<file path="src/rtl/boton_emulador_rebote.sv">
// Bouncing-button generator: turns clean press/release commands into a btn_out line
// that chatters pseudo-randomly for BOUNCE_CYCLES clocks before settling at the target.
module boton_emulador_rebote #(
    parameter int         BOUNCE_CYCLES = 16,
    parameter logic [7:0] LFSR_SEED     = 8'hA5
) (
    input  logic       clk,
    input  logic       reset,
    input  logic       cmd_valid,
    input  logic       cmd_level,
    output logic       cmd_ready,
    output logic       btn_out,
    output logic       settled,
    output logic [3:0] bounce_count
);
    localparam logic [0:0] ST_IDLE    = 1'b0;
    localparam logic [0:0] ST_BOUNCE  = 1'b1;
    // An all-zero seed would lock the LFSR up, so it is replaced by 01.
    localparam logic [7:0] SEED_EFF   = (LFSR_SEED == 8'h00) ? 8'h01 : LFSR_SEED;
    localparam logic [7:0] TIMER_LOAD = 8'(BOUNCE_CYCLES - 1);

    logic [0:0] state;
    logic [7:0] lfsr;
    logic [7:0] timer;
    logic       target;
    logic       feedback;

    function automatic logic [3:0] sat_inc(input logic [3:0] v);
        return (v == 4'd15) ? 4'd15 : v + 4'd1;
    endfunction

    // Fibonacci feedback for x^8+x^6+x^5+x^4+1 on a left-shifting register
    always_comb begin
        feedback = lfsr[7] ^ lfsr[5] ^ lfsr[4] ^ lfsr[3];
    end

    // Event FSM, chatter generation and free-running LFSR
    always_ff @(posedge clk) begin
        if (reset) begin
            state        <= ST_IDLE;
            lfsr         <= SEED_EFF;
            timer        <= 8'd0;
            target       <= 1'b0;
            btn_out      <= 1'b0;
            cmd_ready    <= 1'b1;
            settled      <= 1'b1;
            bounce_count <= 4'd0;
        end else begin
            lfsr <= {lfsr[6:0], feedback};
            case (state)
                ST_IDLE: begin
                    if (cmd_valid && cmd_ready) begin
                        if (cmd_level == btn_out) begin
                            bounce_count <= 4'd0;
                        end else begin
                            target       <= cmd_level;
                            btn_out      <= ~btn_out;
                            bounce_count <= 4'd1;
                            timer        <= TIMER_LOAD;
                            state        <= ST_BOUNCE;
                            cmd_ready    <= 1'b0;
                            settled      <= 1'b0;
                        end
                    end
                end
                ST_BOUNCE: begin
                    if (timer != 8'd0) begin
                        if (lfsr[0]) begin
                            btn_out      <= ~btn_out;
                            bounce_count <= sat_inc(bounce_count);
                        end
                        timer <= timer - 8'd1;
                    end else begin
                        // Forced settle: the line always ends at the commanded level.
                        btn_out <= target;
                        if (btn_out != target) begin
                            bounce_count <= sat_inc(bounce_count);
                        end
                        state     <= ST_IDLE;
                        cmd_ready <= 1'b1;
                        settled   <= 1'b1;
                    end
                end
                default: begin
                    state     <= ST_IDLE;
                    btn_out   <= target;
                    cmd_ready <= 1'b1;
                    settled   <= 1'b1;
                end
            endcase
        end
    end
endmodule
</file>
<file path="config.mk">
export PLATFORM = sky130hd
export DESIGN_NAME = boton_emulador_rebote
export DESIGN_NICKNAME = d
export VERILOG_FILES = /design/src/rtl/boton_emulador_rebote.sv
export SDC_FILE = /design/constraint.sdc
export NUM_CORES = 1
export LEC_CHECK = 0
export ABC_AREA = 0
export CORE_MARGIN = 2
export CORE_UTILIZATION = 55
export DETAILED_ROUTE_END_ITERATION = 6
export HOLD_SLACK_MARGIN = 0.08
export PLACE_DENSITY_LB_ADDON = 0.12
export SETUP_SLACK_MARGIN = 0.15
export SLEW_MARGIN = 10
export SYNTH_ARGS = -nofsm -noshare
export SYNTH_HDL_FRONTEND = slang
export SYNTH_SLANG_ARGS = --single-unit
</file>
<file path="constraint.sdc">
create_clock -name clk -period 2.1 [get_ports clk]
set_input_delay 0.42 -clock clk [delete_from_list [all_inputs] [get_ports clk]]
set_output_delay 0.42 -clock clk [all_outputs]
set_load 0.01 [all_outputs]
</file>
==> PnR_summary.wiki, run 1 <==
{| class="wikitable"
! Metric !! Value
|-
| Number of I/O pins || 11
|-
| Number of sinks on the clock net || 24
|-
| Maximum number of buffers from clock root to sink || 2
|-
| Via density || 6.18
|-
| Net count of the mapped netlist || 135
|-
| Maximum clock skew at final layout || 5.20 ps
|-
| Library cells used by synthesis || 41
|-
| Count of fill cells added during filler insertion || 156
|-
| I/O Buffers || 10
|-
| Most used routing layer || met2
|-
| Max-slew headroom at the worst pin || 74.8%
|-
| Critical Path Start Type || register
|-
| Clock transition at the registers of the reported paths || 130 ps
|-
| Crit-path cells || inv_1, ha_1, nor3b_4, a21oi_2, or4_1, a31oi_1
|-
| # DRC || 0
|-
| Root buffer selected by CTS || sky130_fd_sc_hd__clkbuf_4
|-
| Number of buffers created by CTS || 3
|-
| Cell area after synthesis || 1160 µm²
|-
| EDFF count, synth || 0
|-
| Routability congestion estimate || 0.898
|-
| Number of violations reported at the end of detailed-routing iteration 0 || 19
|-
| Initial antenna violation count || 0
|-
| Initial Utilization || 58.8%
|-
| Max Transition Viols Final || 0
|-
| Global-route wire length before repair || 4220 µm
|-
| Sort of element at the end of the critical path || register
|-
| Ys Warns || 0
|-
| Smallest hold slack || 453 ps
|-
| Cell count after synthesis || 128
|-
| Outcome || complete, no violations
|-
| Commonest non-fill, non-tap cell in the layout || sky130_fd_sc_hd__dfxtp_1
|-
| Die Width || 50.0 µm
|-
| Pin count of the biggest net entering global routing || 14
|-
| Worst slack at placement || 171 ps
|-
| Total die area || 2500 µm²
|-
| DIE HEIGHT || 50.0 µm
|-
| Count of cells along the worst register-to-register path || 6
|-
| Leakage power summed over all cells || 0.000497 µW
|-
| Synth Register Bits || 24
|-
| Number of search-and-repair iterations in the first detailed-routing pass || 6
|-
| Congestion Overflow GR || 0
|-
| Antenna cell count || 0
|-
| Met3 Track Usage GR || 3.94%
|-
| Setup repair after global routing missed its margin || true
|-
| Hold path depth || 1
|-
| Area of the core || 1980 µm²
|-
| Overall Global Routing Usage || 22.0%
|-
| Shortest clock period the worst path allows after layout || 1830 ps
|-
| Ratio of final minimum period to clock period || 87.0%
|-
| Fraction of layout instances using a drive strength above 1 || 16.1%
|-
| Cell type contributing the most total cell area after synthesis || sky130_fd_sc_hd__dfxtp_1
|-
| Slew at the pin with the worst max-slew slack || 376 ps
|-
| Clock insertion delay at the later pin of the skew report || 310 ps
|-
| Setup slack, reg-to-reg || 270 ps
|-
| Hold buffer count at cts || 0
|-
| Global routing met2 resource utilization || 36.4%
|-
| Maximum cell stage delay along the critical path || 520 ps
|-
| Growth of design area from synthesis to finish || 18.2%
|-
| Largest cells by area after synthesis || sky130_fd_sc_hd__dfxtp_1, sky130_fd_sc_hd__a211oi_1, sky130_fd_sc_hd__a21oi_1
|-
| Util after Layout || 69.4%
|-
| Clock tree from TritonCTS || built
|-
| Final critical-path setup slack || 274 ps
|-
| Cell Rows || 16
|-
| Total number of H-tree levels || 1
|-
| Type of the worst setup path || register to register
|-
| Setup Viol. Count Final || 0
|-
| Via count of the routed design || 1050
|-
| Wire length per cell after detailed routing || 15.1 µm
|-
| Drt total wl || 2580 µm
|-
| Highest-count cells in the layout ignoring fill and taps || sky130_fd_sc_hd__dfxtp_1, sky130_fd_sc_hd__clkdlybuf4s50_1, sky130_fd_sc_hd__nand3_1, sky130_fd_sc_hd__a21oi_1, sky130_fd_sc_hd__a211oi_1
|-
| Number of global-route vias before repair || 957
|-
| Maximum capacitance violations || 0
|-
| Maximum vdd drop || 0.676 mV
|-
| Nets@finish || 151
|-
| Worst EP arrival || 2060 ps
|-
| Share of Yosys cell area claimed by the top area cell type || 41.2%
|-
| Power density relative to cell area || 1040 nW/µm²
|-
| Sequential cell area fraction in the yosys report || 41.2%
|-
| GR Layer Usage met1 || 27.1%
|-
| Required time at the worst-slack endpoint || 2340 ps
|-
| Share of flip-flops with an asynchronous set or reset || 0%
|-
| DRT antenna net count || 0
|-
| Fmax achieved || 548 MHz
|-
| Detailed-placement wirelength estimate || 1890 µm
|-
| HP Class || register to register
|-
| Prevailing post-synth register cell || sky130_fd_sc_hd__dfxtp_1
|-
| Slowest cell on crit path || sky130_fd_sc_hd__or4_1
|-
| Mean area per synthesized cell || 9.10 µm²
|-
| Final count of hold timing violations || 0
|-
| Worst Path Max Fanout || 8
|-
| Setup TNS Final || 0 ps
|}
## metrics by stage
stage | cells | total power [µW] | area, µm²
2_1_floorplan | 128 | 996 | 1160
3_3_place_gp | 165 | 1130 | 1310
3_5_place_dp | 165 | 1140 | 1310
4_1_cts | 169 | 1390 | 1360
5_1_grt | 170 | 1520 | 1380
6_report | 170 | 1430 | 1380
## where the power goes
part | switching (µW) | internal, µW | total [µW]
combinational | 303 | 274 | 577
clock | 133 | 106 | 238
sequential | 94.7 | 522 | 616
total | 530 | 901 | 1430
## synth_stat cells, types with 2 or more instances
cell type	number
sky130_fd_sc_hd__nand3b_1	2
sky130_fd_sc_hd__xnor2_1	3
sky130_fd_sc_hd__nor3_1	5
sky130_fd_sc_hd__o21ai_0	3
sky130_fd_sc_hd__nand3_1	7
sky130_fd_sc_hd__xor2_1	3
sky130_fd_sc_hd__a21oi_1	8
sky130_fd_sc_hd__or2_2	4
sky130_fd_sc_hd__a311oi_1	2
sky130_fd_sc_hd__dfxtp_1	24
sky130_fd_sc_hd__or4_1	2
sky130_fd_sc_hd__nor4_1	3
sky130_fd_sc_hd__ha_1	3
sky130_fd_sc_hd__nand2_1	6
sky130_fd_sc_hd__clkbuf_1	4
sky130_fd_sc_hd__a31oi_1	3
sky130_fd_sc_hd__nor2b_1	4
sky130_fd_sc_hd__inv_1	6
sky130_fd_sc_hd__or3_1	2
sky130_fd_sc_hd__a211oi_1	7
sky130_fd_sc_hd__nor2_1	6
sky130_fd_sc_hd__nand4_1	2
## routing by layer
layer	up-vias	part of all wire, %
met2	29	50
met1	507	45
li1	512	-
met5	-	0
met4	0	0.47
met3	2	4.4
## kinds of logic (layout without fill, tap and decap cells)
family / count (synthesis) / in the layout / share of synthesized area [%]
and+or+nand+nor: 50 / 50 / 26.9
AOI/OAI and AO/OA: 34 / 34 / 20.3
DFF: 24 / 24 / 41.2
buffers and inverters: 11 / 26 / 3.87
xor gates and xnor gates: 6 / 6 / 4.51
adders and majority gates: 3 / 3 / 3.22
## what timing repair did
action	4_1_cts	5_1_grt
gates resized for setup	1	4
setup endpoints to repair	1	11
buffers inserted	0	1
pin swaps	0	1
## critical path, delay by kind of cell, from the launching register on
family / cells / cell delay [ps]
flops: 1 / 380
fa+ha+maj: 1 / 170
compound gates: 2 / 330
buf+inv: 1 / 90
simple gates: 2 / 780
## layout make-up
cell class	count	area (µm²)	share of cell area [%]
tap	27	33.8	2.45
timing repair buffer	16	145	10.5
sequential	24	482	35.0
inverter	6	22.5	1.64
multi-input combinational	93	657	47.7
clock buffer	4	36.3	2.64
## worst paths after layout
path | startpoint | endpoint
hold reg to reg | lfsr[1]$_SDFF_PP0_ | lfsr[2]$_SDFF_PP1_
setup / recovery | timer[1]$_SDFFE_PP0P_ | bounce_count[1]$_SDFFE_PP0P_
hold / removal | lfsr[1]$_SDFF_PP0_ | lfsr[2]$_SDFF_PP1_
setup reg to reg | timer[1]$_SDFFE_PP0P_ | bounce_count[1]$_SDFFE_PP0P_
## sequential cells by signal (all words and copies together) (netlist names)
| register | cells |
|---|---|
| bounce_count | 4 |
| btn_out | 1 |
| target | 1 |
| settled | 1 |
| timer | 8 |
| state | 1 |
| lfsr | 8 |
No activity file was read; power rests on OpenSTA's default activity.
==> run 2, diff against run 1 <==
--- a/config.mk
+++ b/config.mk
@@ -6,12 +6,14 @@
 export NUM_CORES = 1
 export LEC_CHECK = 0
 export ABC_AREA = 0
+export CAP_MARGIN = 25
 export CORE_MARGIN = 2
 export CORE_UTILIZATION = 55
 export DETAILED_ROUTE_END_ITERATION = 6
 export HOLD_SLACK_MARGIN = 0.08
 export PLACE_DENSITY_LB_ADDON = 0.12
 export SETUP_SLACK_MARGIN = 0.15
+export SKIP_LAST_GASP = 1
 export SLEW_MARGIN = 10
 export SYNTH_ARGS = -nofsm -noshare
 export SYNTH_HDL_FRONTEND = slang
==> results of run 2 <==
No change in the layout: final DEF, timing and power equal those of run 1.
